$ cat config.mk
export PLATFORM = sky130hd
export DESIGN_NAME = gpio_bcd_display_flat
export DESIGN_NICKNAME = d
export VERILOG_FILES = /design/src/rtl/gpio_disp_pkg.sv /design/src/rtl/gpio_bcd_display_if.sv /design/src/rtl/seg7_encode.sv /design/src/rtl/gpio_bcd_display.sv /design/src/flat_wrapper.sv
export SDC_FILE = /design/constraint.sdc
export NUM_CORES = 1
export LEC_CHECK = 0
export CORE_MARGIN = 5
export CORE_UTILIZATION = 40
export CTS_BUF_LIST = sky130_fd_sc_hd__clkbuf_8
export DETAILED_ROUTE_END_ITERATION = 8
export REMOVE_ABC_BUFFERS = 1
export SLEW_MARGIN = 40
export SYNTH_ARGS = -nofsm -noshare
export SYNTH_HDL_FRONTEND = slang
export SYNTH_SLANG_ARGS = --single-unit
$ cat constraint.sdc
create_clock -name clk -period 2.9 [get_ports clk]
set_input_delay 0.29 -clock clk [delete_from_list [all_inputs] [get_ports clk]]
set_output_delay 0.29 -clock clk [all_outputs]
set_load 0.01 [all_outputs]
$ cat src/rtl/gpio_disp_pkg.sv
// rtl/gpio_disp_pkg.sv - shared types and constants for the GPIO BCD display
package gpio_disp_pkg;

    typedef enum logic [1:0] {
        IDLE  = 2'd0,
        SHIFT = 2'd1,
        LATCH = 2'd2
    } state_t;

    localparam int NDIGITS_DEFAULT = 8;
    localparam int BCD_NIBBLES     = 10;

    // Active-low segments, bit0 = a ... bit6 = g, indexed by nibble value.
    localparam logic [0:15][6:0] SEG_TABLE = '{
        7'b1000000, 7'b1111001, 7'b0100100, 7'b0110000,
        7'b0011001, 7'b0010010, 7'b0000010, 7'b1111000,
        7'b0000000, 7'b0010000, 7'b0001000, 7'b0000011,
        7'b1000110, 7'b0100001, 7'b0000110, 7'b0001110
    };

    function automatic int max_int(input int a, input int b);
        return (a > b) ? a : b;
    endfunction

endpackage

$ cat src/rtl/gpio_bcd_display_if.sv
// rtl/gpio_bcd_display_if.sv - GPIO word in, seven-segment drives and status out
interface gpio_bcd_display_if;
    logic [31:0] value;
    logic        mode;
    logic [6:0]  hex0, hex1, hex2, hex3, hex4, hex5, hex6, hex7;
    logic        busy;
    logic        ovf;

    modport master (
        output value, mode,
        input  hex0, hex1, hex2, hex3, hex4, hex5, hex6, hex7, busy, ovf
    );

    modport slave (
        input  value, mode,
        output hex0, hex1, hex2, hex3, hex4, hex5, hex6, hex7, busy, ovf
    );
endinterface

$ cat src/rtl/seg7_encode.sv
// rtl/seg7_encode.sv - combinational nibble to active-low seven-segment decoder
module seg7_encode
    import gpio_disp_pkg::*;
(
    input  logic [3:0] nibble,
    output logic [6:0] seg
);

    assign seg = SEG_TABLE[nibble];

endmodule

$ cat src/rtl/gpio_bcd_display.sv
// rtl/gpio_bcd_display.sv - GPIO word to decimal (double-dabble) or hex seven-segment display
module gpio_bcd_display
    import gpio_disp_pkg::*;
#(
    parameter int NDIGITS   = NDIGITS_DEFAULT,
    parameter int CONV_BITS = 32
) (
    input  logic              clk,
    input  logic              rst,
    gpio_bcd_display_if.slave bus
);

    localparam int BCD_W     = 4 * BCD_NIBBLES;
    localparam int OP_EXT_W  = max_int(CONV_BITS, 4 * NDIGITS);
    localparam int BCD_EXT_W = max_int(BCD_W, 4 * NDIGITS);
    localparam int SLOTS     = max_int(8, NDIGITS);

    state_t                     state, state_next;
    logic [5:0]                 cnt;
    logic [CONV_BITS-1:0]       op;
    logic [BCD_W-1:0]           bcd;
    logic                       work_mode;
    logic [31:0]                last_value;
    logic                       last_mode;
    logic [NDIGITS-1:0][3:0]    disp;
    logic                       ovf_q;

    logic                       change;
    logic [BCD_W-1:0]           bcd_adj;
    logic [BCD_W+CONV_BITS-1:0] shifted;
    logic [OP_EXT_W-1:0]        op_ext;
    logic [BCD_EXT_W-1:0]       bcd_ext;
    logic [NDIGITS-1:0][3:0]    dec_nibs;
    logic [NDIGITS-1:0][3:0]    hex_nibs;
    logic                       dec_ovf;

    assign change = (bus.value != last_value) || (bus.mode != last_mode);

    always_comb begin
        state_next = state;
        case (state)
            IDLE:    if (change) state_next = bus.mode ? LATCH : SHIFT;
            SHIFT:   if (cnt == 6'(CONV_BITS - 1)) state_next = LATCH;
            LATCH:   state_next = IDLE;
            default: state_next = IDLE;
        endcase
    end

    // Double-dabble step: correct every nibble >= 5 before the shift.
    always_comb begin
        bcd_adj = bcd;
        for (int i = 0; i < BCD_NIBBLES; i++) begin
            if (bcd[4*i +: 4] >= 4'd5) bcd_adj[4*i +: 4] = bcd[4*i +: 4] + 4'd3;
        end
    end

    assign shifted = {bcd_adj, op} << 1;

    assign op_ext  = OP_EXT_W'(op);
    assign bcd_ext = BCD_EXT_W'(bcd);
    assign dec_ovf = |(bcd_ext >> (4 * NDIGITS));

    always_comb begin
        dec_nibs = '0;
        hex_nibs = '0;
        for (int k = 0; k < NDIGITS; k++) begin
            dec_nibs[k] = bcd_ext[4*k +: 4];
            hex_nibs[k] = op_ext[4*k +: 4];
        end
    end

    always_ff @(posedge clk) begin
        if (rst) begin
            state      <= IDLE;
            cnt        <= '0;
            op         <= '0;
            bcd        <= '0;
            work_mode  <= 1'b0;
            last_value <= '0;
            last_mode  <= 1'b0;
            disp       <= '0;
            ovf_q      <= 1'b0;
        end else begin
            state <= state_next;
            case (state)
                IDLE: begin
                    if (change) begin
                        op         <= CONV_BITS'(bus.value);
                        bcd        <= '0;
                        work_mode  <= bus.mode;
                        last_value <= bus.value;
                        last_mode  <= bus.mode;
                        cnt        <= '0;
                    end
                end
                SHIFT: begin
                    bcd <= shifted[BCD_W+CONV_BITS-1 : CONV_BITS];
                    op  <= shifted[CONV_BITS-1:0];
                    cnt <= cnt + 6'd1;
                end
                LATCH: begin
                    disp  <= work_mode ? hex_nibs : dec_nibs;
                    ovf_q <= !work_mode && dec_ovf;
                end
                default: ;
            endcase
        end
    end

    // Decode sits after the nibble registers so the outputs only move on LATCH.
    logic [SLOTS-1:0][6:0] segs;

    for (genvar k = 0; k < SLOTS; k++) begin : g_digit
        if (k < NDIGITS) begin : g_enc
            seg7_encode u_enc (
                .nibble (disp[k]),
                .seg    (segs[k])
            );
        end else begin : g_blank
            assign segs[k] = 7'h7F;
        end
    end

    assign bus.hex0 = segs[0];
    assign bus.hex1 = segs[1];
    assign bus.hex2 = segs[2];
    assign bus.hex3 = segs[3];
    assign bus.hex4 = segs[4];
    assign bus.hex5 = segs[5];
    assign bus.hex6 = segs[6];
    assign bus.hex7 = segs[7];
    assign bus.busy = (state != IDLE);
    assign bus.ovf  = ovf_q;

endmodule

$ cat src/flat_wrapper.sv
// flat-port wrapper written by rule: the top's interface ports become plain ports
module gpio_bcd_display_flat import gpio_disp_pkg::*;
#(
    parameter int NDIGITS   = NDIGITS_DEFAULT,
    parameter int CONV_BITS = 32
)
  (clk, rst, bus_value, bus_mode, bus_hex0, bus_hex1, bus_hex2, bus_hex3, bus_hex4, bus_hex5, bus_hex6, bus_hex7, bus_busy, bus_ovf);
  gpio_bcd_display_if bus_i ();
  input  logic clk;
  input  logic rst;
  input wire logic [$bits(bus_i.value)-1:0] bus_value;
  input wire logic [$bits(bus_i.mode)-1:0] bus_mode;
  output wire logic [$bits(bus_i.hex0)-1:0] bus_hex0;
  output wire logic [$bits(bus_i.hex1)-1:0] bus_hex1;
  output wire logic [$bits(bus_i.hex2)-1:0] bus_hex2;
  output wire logic [$bits(bus_i.hex3)-1:0] bus_hex3;
  output wire logic [$bits(bus_i.hex4)-1:0] bus_hex4;
  output wire logic [$bits(bus_i.hex5)-1:0] bus_hex5;
  output wire logic [$bits(bus_i.hex6)-1:0] bus_hex6;
  output wire logic [$bits(bus_i.hex7)-1:0] bus_hex7;
  output wire logic [$bits(bus_i.busy)-1:0] bus_busy;
  output wire logic [$bits(bus_i.ovf)-1:0] bus_ovf;
  assign bus_i.value = bus_value;
  assign bus_i.mode = bus_mode;
  assign bus_hex0 = bus_i.hex0;
  assign bus_hex1 = bus_i.hex1;
  assign bus_hex2 = bus_i.hex2;
  assign bus_hex3 = bus_i.hex3;
  assign bus_hex4 = bus_i.hex4;
  assign bus_hex5 = bus_i.hex5;
  assign bus_hex6 = bus_i.hex6;
  assign bus_hex7 = bus_i.hex7;
  assign bus_busy = bus_i.busy;
  assign bus_ovf = bus_i.ovf;
  gpio_bcd_display #(.NDIGITS(NDIGITS), .CONV_BITS(CONV_BITS)) u_core (.clk(clk), .rst(rst), .bus(bus_i));
endmodule
==> impl_results.md, run 1 <==
* Reg2Reg Setup Slack at 0.57 ns
* Final hold slack at 0.414 ns
* Fin worst setup slack at 0.324 ns
* Initial Util at 40.7%
* First-pass GRT wire length at 35900 um
* Final core occ at 47.9%
* GRT overflow at 0
* Crit path kind: register to primary output
* Synth Instances at between 1000 and 1500
* Via density per instance at 5.15
* Met1 Resource Use GR at a little under a quarter
* CP Launch Type: register
* FILL cells at 2226
* Wire per inst at 15.0 um
* Die X-Extent at 162 um
* Cell variety after synth at 45
* CTS tree: yes
* Final setup violation count at 0
* Starting DRC count in detailed routing at 500
* R2R cell count at 7
* Area leader, netlist: dfxtp_1
* GR Util All Layers at between 15 and 20%
* Post-synth top flop: dfxtp_1
* CP most frequent cell: inv_1
* Met3 GRT Util at 2.77%
* Hold EP: u_core.bus.ovf
* Final Non-Filler Cells at between 1000 and 1500
* Top Usage Layer GRT: met2
* Detailed Routing Iterations Pass 1 at 5
* Crit-path slowest cell: clkdlybuf4s50_1
* Slew HR at a little under three fifths
* Clock Latency Late Sink at 0.45 ns
* Post-CTS setup buffer count at 0
* Multi-input logic area at 5840 um^2
* Setup TNS at 0 ns
* Crit. End Element: primary output
* Root Buffer: clkbuf_8
* Final WL at between 20000 and 25000 um
* Synth Register Bits at 146
* Ports at 93
* Arrival time worst endpoint at 2.29 ns
* Placer Congestion at a little over 0.8
* Pwr dens at 514 nW/um^2
* Slew @ Worst Pin at 0.668 ns
* Vias in the first global route at 7098
* Via count at 7510
* Outcome: completed
* CTS Hold Bufs at 0
* DRC Markers at 0
* Final slew viol count at 0
* Fmax at 388 MHz
* Post-route antenna net violation count at 0
* # resized after CTS at 0
* Min-delay src: rst
* Max_cap viols at 0
* Lkg Pwr at between 4 and 5 nW
* Cell Area, Synth at 9240 um^2
* Row count at 55
* HPWL Detailed at 15400 um
* Fin nets at 1265
* H-tree levels at 4
* Placed insts at 1426
* Worst Hold Path Cells at 3
* Post-synth EDFFs at 0
* CP Max Fanout at 6
* FF/Latch Area at 2920 um^2
* Initial antenna violation count at 0
* Worst Hold Class: input pin to register
* Final hold violations at 0
* Max IR drop VDD at around 0.00026 V
* RSZ-0062 raised after global routing: no
* Height of the chip at about 160 um
* Area delta synth->final at 17.8%
* Tcrit/Tclk final at 88.8%
* Die area at 26200 um^2
* Worst r2r src: u_core.last_value[18]
* Core Box Area at roughly 23000 um^2
* Sequential fraction of the synthesis area at 31.6%
* Slowest stage delay, CP at between 0.4 and 0.5 ns
* Pre-CTS WS at 0.113 ns
* R2R Path End: u_core.hex_nibs[22]
* Synth warn at 0
* Routing usage on met2 at 27.3%
* CTS Sinks at 146
* Clock-pin slew on the worst setup and hold paths at 0.08 ns
* CTS Buf Count at 17
* Min Tclk post-route at 2.58 ns
* CTS Buffer Depth at 2
* Crit path cell chain: inv_1 -> ha_1 -> inv_1 -> mux4_2 -> clkdlybuf4s50_1
* Top-area cell type share of the netlist area at 31.6%
* Largest net degree at the start of global routing at 161
* Synth area leaders: dfxtp_1, mux2i_1, ha_1
* Proportion of layout cells with a drive suffix above 1 at under 10%
* IO Port Bufs at just over 90
* Worst EP required at 2.61 ns
* Antenna Cells at 0
* Synthesized area per cell at around 8.5 um^2
* Async SR Flop Fraction at 0%
* Setup Skew at 0.0125 ns
==> sequential cells by signal, summed over array words and instances, names as in the netlist <==
signal	count
u_core.bcd	40
u_core.bus.ovf	1
u_core.cnt	6
u_core.disp	32
u_core.hex_nibs	32
u_core.last_value	32
u_core.state	2
u_core.work_mode	1
==> final cells by class <==
type	count	share of cell area, %
repair buffers	119	10.6
clock inverters	10	1.44
clock buffers	21	2.66
inverters	42	1.47
flip-flops and latches	146	26.9
multi-input cells	834	53.7
well taps	285	3.28
==> metrics by stage <==
stage	cell area (um^2)	power, mW
6_report	10900	5.60
5_1_grt	10900	5.90
4_1_cts	10900	5.66
3_5_place_dp	10400	3.86
3_3_place_gp	10400	3.84
2_1_floorplan	8900	3.20
==> report_power, final <==
| group | internal (mW) | total, mW | switching [mW] |
|---|---|---|---|
| Sequential | 2.15 | 2.35 | 0.199 |
| Combinational | 0.731 | 1.44 | 0.713 |
| Clock | 1.02 | 1.80 | 0.782 |
==> logic make-up (layout without fill, tap and decap cells) <==
group | after synthesis | in the layout | share of synthesized area [%]
AOI/OAI and AO/OA | 227 | 227 | 16.0
DFF | 146 | 146 | 31.6
xor gates and xnor gates | 52 | 52 | 4.93
muxes | 144 | 144 | 16.2
adders and majority gates | 70 | 70 | 9.48
buffers and inverters | 112 | 192 | 5.30
and+or+nand+nor | 341 | 341 | 16.5
==> critical path: cells and delay by family, from the launching register on <==
kind	cells	cell delay (ns)
flip-flops	1	0.43
adder cells (fa/ha/maj)	1	0.30
multiplexers	1	0.44
buffers and inverters	3	0.67
==> how the worst max path moves through the flow <==
stage,from,end,slack [ns],cells past startpoint
floorplan,u_core.work_mode,u_core.hex_nibs[0],-1.59,5
global placement,bus_value[14],u_core.hex_nibs[4],0.21,8
detailed placement,bus_value[4],u_core.hex_nibs[22],0.11,8
CTS,u_core.disp[0],bus_hex0[3],0.27,5
global route,u_core.disp[0],bus_hex0[3],0.19,5
finish,u_core.disp[0],bus_hex0[3],0.32,5
==> synth_stat cells (all sizes together), types with 18 or more instances <==
cell type / n
nor3: 18
nand2b: 18
nor2b: 18
a21oi: 71
mux2: 32
nor2: 68
inv: 42
xor2: 39
nand2: 179
mux2i: 111
o21ai: 68
clkbuf: 52
dfxtp: 146
ha: 70
a211oi: 33
buf: 18
==> cells in the final DEF, fill, tap and decap left out, types with 3 or more instances in the layout <==
cell and instances:
o21ai_0 66, nand2_1 179, nor2_1 67, a211oi_1 32
o32ai_1 8, a21oi_1 71, nand2b_1 18, nor4_1 7
xnor2_1 13, mux2_1 32, nand3_1 3, buf_12 3
and3_1 11, inv_1 41, bufinv_16 4, ha_1 70
nand3b_1 7, dfxtp_1 145, a31oi_1 10, xor2_1 39
clkdlybuf4s50_1 91, mux2i_1 111, nor3_1 18, buf_4 24
nor2b_1 17, clkbuf_8 21, clkinvlp_4 3, o32ai_2 5
a32o_1 12, a31o_1 10, nor3b_1 7
==> per-layer routing <==
metal,share of wire (%),vias to the layer above
met5,0,-
met4,0.70,0
met3,3.0,10
met2,46,109
met1,50,3464
li1,-,3927
(Power assumes the default switching activity.)
==> run 2: changes to the inputs <==
- CORE_UTILIZATION: 40 -> 50
- PLACE_DENSITY: not set -> 0.71
==> run 2 against run 1 <==
  * Register-to-register slack better by 0.04 ns
  * Clock power about the same
  * Global-route usage up 2.9 points
  * First-iteration DRC count down 7.6%
  * Largest power group unchanged
  * Critical path depth unchanged
==> impl_results.md, run 2 (synthesized netlist as in run 1, its figures left out) <==
* R2R cell count at 6 (-1)
* Fin nets at 1255 (-0.79%)
* Height of the chip at 146 um (-9.9%)
* Reg with most FFs: u_core.bcd
* Crit. End Element: primary output
* Final hold violations at 0 (unchanged)
* Crit path kind: register to primary output
* Proportion of layout cells with a drive suffix above 1 at 5.59% (-0.72 points)
* Antenna Cells at 0 (unchanged)
* DRC Markers at 0 (unchanged)
* # resized after CTS at 0 (unchanged)
* Row count at 49 (-11%)
* Final WL at 21000 um (-3.7%)
* Initial Util at 51.1% (+10 points)
* CTS Sinks at 146 (unchanged)
* Arrival time worst endpoint at 2.30 ns (about the same)
* Area delta synth->final at 16.3%
* HPWL Detailed at 14600 um (-4.8%)
* Max reg flops at 40 (unchanged)
* RSZ-0062 raised after global routing: no
* Outcome: completed
* Slew @ Worst Pin at 0.742 ns (+0.0740 ns)
* Reg2Reg Setup Slack at 0.61 ns (+0.04 ns)
* Die area at 21300 um^2 (-19%)
* Largest net degree at the start of global routing at 161 (unchanged)
* Slew HR at 50.5% (-4.9 points)
* Post-CTS setup buffer count at 0 (unchanged)
* Final slew viol count at 0 (unchanged)
* GRT overflow at 0 (unchanged)
* Final core occ at 59.4% (+11 points)
* Detailed Routing Iterations Pass 1 at 5 (unchanged)
* Via density per instance at 5.44 (+5.6%)
* Most frequent cells in the layout: nand2_1, dfxtp_1, mux2i_1
* Worst Hold Class: input pin to register
* Lkg Pwr at 4.17 nW (-0.74%)
* IO Port Bufs at 92 (unchanged)
* Clock-pin slew on the worst setup and hold paths at 0.08 ns (about the same)
* Die X-Extent at 146 um (-9.9%)
* Max_cap viols at 0 (unchanged)
* FILL cells at 1640 (-26%)
* Commonest non-fill, non-tap cell in the layout: nand2_1
* Min Tclk post-route at 2.59 ns (+0.0182 ns)
* Final hold slack at 0.437 ns (+0.0235 ns)
* Worst Hold Path Cells at 3 (unchanged)
* GR Util All Layers at 19.5% (+2.9 points)
* CTS Buf Count at 17 (unchanged)
* Vias in the first global route at 6964 (-1.9%)
* R2R Path End: u_core.hex_nibs[21]
* Worst r2r src: u_core.last_value[12]
* Post-route antenna net violation count at 0 (unchanged)
* CTS tree: yes
* Pwr dens at 520 nW/um^2 (+1.1%)
* Min-delay src: rst
* First-pass GRT wire length at 34600 um (-3.9%)
* Worst EP required at 2.61 ns (about the same)
* Ports at 93 (unchanged)
* Via count at 7577 (+0.89%)
* Initial antenna violation count at 0 (unchanged)
* CP Max Fanout at 6 (unchanged)
* Fmax at 386 MHz (-0.70%)
* Crit. Startpoint: u_core.disp[0]
* CP Launch Type: register
* Hold EP: u_core.bcd[2]
* Root Buffer: clkbuf_8
* H-tree levels at 4 (unchanged)
* Final setup violation count at 0 (unchanged)
* Tcrit/Tclk final at 89.4% (+0.63 points)
* Starting DRC count in detailed routing at 462 (-7.6%)
* Placer Congestion at 0.833 (+2.7%)
* CTS Buffer Depth at 2 (unchanged)
* Setup Skew at 0.0129 ns (+0.000429 ns)
* Max IR drop VDD at 0.000365 V (+38%)
* Wire per inst at 15.1 um (+0.77%)
* Core Box Area at 18100 um^2 (-20%)
* Clock Latency Late Sink at 0.45 ns (about the same)
* CTS Hold Bufs at 0 (unchanged)
run 2: cell types whose count changed in the layout (fill, tap and decap cells not counted):
| cell | delta |
|---|---|
| buf_4 | -10 |
| bufinv_16 | +1 |
| clkbuf_8 | -2 |
| clkinv_2 | +5 |
| clkinvlp_4 | -3 |
run 2: area by class of cell:
cell class	count	area (um^2)	share of cell area [%]
clock inverter	13	189	1.76
inverter	42	160	1.49
sequential	146	2920	27.2
timing repair buffer	109	1080	10.1
tap	229	287	2.67
multi-input combinational	834	5840	54.4
clock buffer	19	262	2.43
run 2: through the flow:
stage / worst slack, ns / TNS, ns / total power [mW] / instances / instance area [um^2]
floorplan: -1.59 / -112.36 / 3.20 / 1022 / 8900
global placement: 0.218 / 0 / 3.80 / 1360 / 10300
detailed placement: 0.138 / 0 / 3.82 / 1360 / 10300
CTS: 0.277 / 0 / 5.62 / 1392 / 10700
global route: 0.168 / 0 / 5.88 / 1392 / 10700
finish: 0.306 / 0 / 5.58 / 1392 / 10700
run 2: critical path, cell delays in order, from the launching register on:
cell and delay (ns):
dfxtp_1 0.43, inv_1 0.14, ha_1 0.30, inv_1 0.04, mux4_2 0.44, clkdlybuf4s50_1 0.49
run 2: worst max path at each step:
stage / to / slack (ns) / depth (start not counted)
finish: bus_hex0[3] / 0.31 / 5
global route: bus_hex3[3] / 0.17 / 6
floorplan: u_core.hex_nibs[0] / -1.59 / 5
detailed placement: u_core.hex_nibs[21] / 0.14 / 7
CTS: bus_hex0[3] / 0.28 / 5
global placement: u_core.bcd[21] / 0.22 / 7
run 2: power breakdown:
group / switching (mW) / total, mW / internal [mW]
combinational: 0.703 / 1.42 / 0.718
clock: 0.760 / 1.82 / 1.06
sequential: 0.196 / 2.35 / 2.15
run 2: per-layer routing:
layer  wire (um)  up-vias  GRT usage [%]
met3         722       11           3.61
met2        9870      123           32.5
met4         129        0           3.94
li1            -     3911              -
met1       10300     3532           26.6
met5           0        -              0
==> run 3: changes to the inputs <==
- CTS_BUF_LIST: sky130_fd_sc_hd__clkbuf_8 -> sky130_fd_sc_hd__clkbuf_4
==> run 3 against run 2 <==
  * Power decreased by 6.1%
  * Routed wire length shrank 0.25%
  * Clock-buffer cell count down 1
  * Utilization decreased by 0.68 points
==> impl_results.md, run 3 (synthesized netlist as in run 1, its figures left out) <==
* H-tree levels at 4 (unchanged)
* First-pass GRT wire length at 34400 um (-0.34%)
* Die area at 21300 um^2 (unchanged)
* CP Launch Type: register
* Final slew viol count at 0 (unchanged)
* Clk pwr share at 28.1% (-4.4 points)
* CTS tree: yes
* Post-route antenna net violation count at 0 (unchanged)
* P_sw at 1.61 mW (-3.0%)
* Logic pwr share at 27.1% (+1.6 points)
* RSZ-0062 raised after global routing: no
* Via count at 7593 (+0.21%)
* CTS Sinks at 146 (unchanged)
* GR Util All Layers at 19.5% (-0.046 points)
* Die X-Extent at 146 um (unchanged)
* Final core occ at 58.7% (-0.68 points)
* Starting DRC count in detailed routing at 489 (+5.8%)
* Initial Util at 51.1% (unchanged)
* Outcome: completed
* Placer Congestion at 0.833 (unchanged)
* FILL cells at 1665 (+1.5%)
* Fmax at 371 MHz (-3.8%)
* Final setup violation count at 0 (unchanged)
* # resized after CTS at 0 (unchanged)
* Arrival time worst endpoint at 2.41 ns (+0.11 ns)
* Setup TNS at 0 ns (unchanged)
* Worst EP required at 2.61 ns (about the same)
* Flop pwr share at 44.8% (+2.8 points)
* Pint at 3.63 mW (-7.4%)
* Largest net degree at the start of global routing at 161 (unchanged)
* Lkg Pwr at 4.11 nW (-1.3%)
* CTS Buffer Depth at 2 (unchanged)
* Setup Skew at 0.0171 ns (+0.00418 ns)
* Max reg flops at 40 (unchanged)
* Final WL at 20900 um (-0.25%)
* IO Port Bufs at 92 (unchanged)
* DRC Markers at 0 (unchanged)
* Via density per instance at 5.45 (+0.21%)
* Clock-pin slew on the worst setup and hold paths at 0.12 ns (+0.04 ns)
* Max IR drop VDD at 0.000383 V (+4.9%)
* Root Buffer: clkbuf_4
* Min Tclk post-route at 2.70 ns (+0.102 ns)
* Proportion of layout cells with a drive suffix above 1 at 5.50% (-0.086 points)
* Wire per inst at 15.0 um (-0.25%)
* Core Box Area at 18100 um^2 (unchanged)
* Post-CTS setup buffer count at 0 (unchanged)
* Crit. End Element: primary output
* Row count at 49 (unchanged)
* Final hold violations at 0 (unchanged)
* Placed insts at 1360 (unchanged)
* Pwr dens at 494 nW/um^2 (-5.0%)
* Fin nets at 1255 (unchanged)
* CTS Hold Bufs at 0 (unchanged)
* Commonest non-fill, non-tap cell in the layout: nand2_1
* Tcrit/Tclk final at 93.0% (+3.5 points)
* Crit path kind: register to primary output
* Detailed Routing Iterations Pass 1 at 7 (+2)
* Clock Latency Late Sink at 0.55 ns (+0.10 ns)
* Height of the chip at 146 um (unchanged)
* Slew HR at 52.3% (+1.8 points)
* HPWL Detailed at 14600 um (unchanged)
* Total power at 5.24 mW (-6.1%)
* Sw Share at 30.7% (+0.99 points)
* Initial antenna violation count at 0 (unchanged)
* Antenna Cells at 0 (unchanged)
* Ports at 93 (unchanged)
* Final hold slack at 0.347 ns (-0.0900 ns)
* CP Max Fanout at 6 (unchanged)
* Worst Hold Class: input pin to register
* Area delta synth->final at 15.0%
* CTS Buf Count at 17 (unchanged)
* GRT overflow at 0 (unchanged)
* Most frequent cells in the layout: nand2_1, dfxtp_1, mux2i_1
* Final Non-Filler Cells at 1392 (unchanged)
* Slew @ Worst Pin at 0.715 ns (-0.0269 ns)
* Reg with most FFs: u_core.bcd
* Vias in the first global route at 6956 (-0.11%)
* Max_cap viols at 0 (unchanged)
run 3: cell count changes in the layout (fill, tap and decap cells not counted), sizes merged:
cell / previous run / this run
clkbuf: 19 / 18
clkinv: 7 / 9
inv: 43 / 42
run 3: power by group through the flow:
stage	clock [mW]	sequential [mW]	combinational (mW)
floorplan	0	2.36	0.844
global placement	0	2.39	1.41
detailed placement	0	2.39	1.43
CTS	1.51	2.35	1.43
global route	1.61	2.38	1.56
finish	1.48	2.35	1.42
run 3: critical path: stages (launching register included):
cell and delay [ns]:
dfxtp_1 0.44, inv_1 0.14, ha_1 0.30, inv_1 0.04
mux4_2 0.44, clkdlybuf4s50_1 0.49
run 3: cell type report:
class	instances	area, um^2	area share (%)
multi-input combinational	834	5840	55.0
sequential	146	2920	27.5
timing repair buffer	109	1080	10.2
tap	229	287	2.70
clock inverter	14	193	1.81
inverter	42	160	1.51
clock buffer	18	135	1.27
run 3: stage by stage:
stage          setup slack, ns  cell area [um^2]
2_1_floorplan            -1.59              8900
3_3_place_gp             0.218             10300
3_5_place_dp             0.138             10300
4_1_cts                  0.158             10600
5_1_grt                 0.0252             10600
6_report                 0.204             10600
run 3: final timing paths:
check | depth (start not counted) | startpoint | slack (ns) | to
worst max-delay path | 5 | u_core.disp[0] | 0.20 | bus_hex0[3]
worst min-delay path | 3 | rst | 0.35 | u_core.bcd[2]
worst max register to register | 6 | u_core.last_value[12] | 0.58 | u_core.hex_nibs[21]
worst min register to register | 2 | u_core.last_value[9] | 0.48 | u_core.last_value[9]
run 3: per-layer routing:
layer,up-vias,global-route usage (%),part of all wire (%)
li1,3924,-,-
met5,-,0,0
met2,139,32.5,47
met3,11,3.89,4.1
met1,3519,26.4,49
met4,0,3.47,0.58
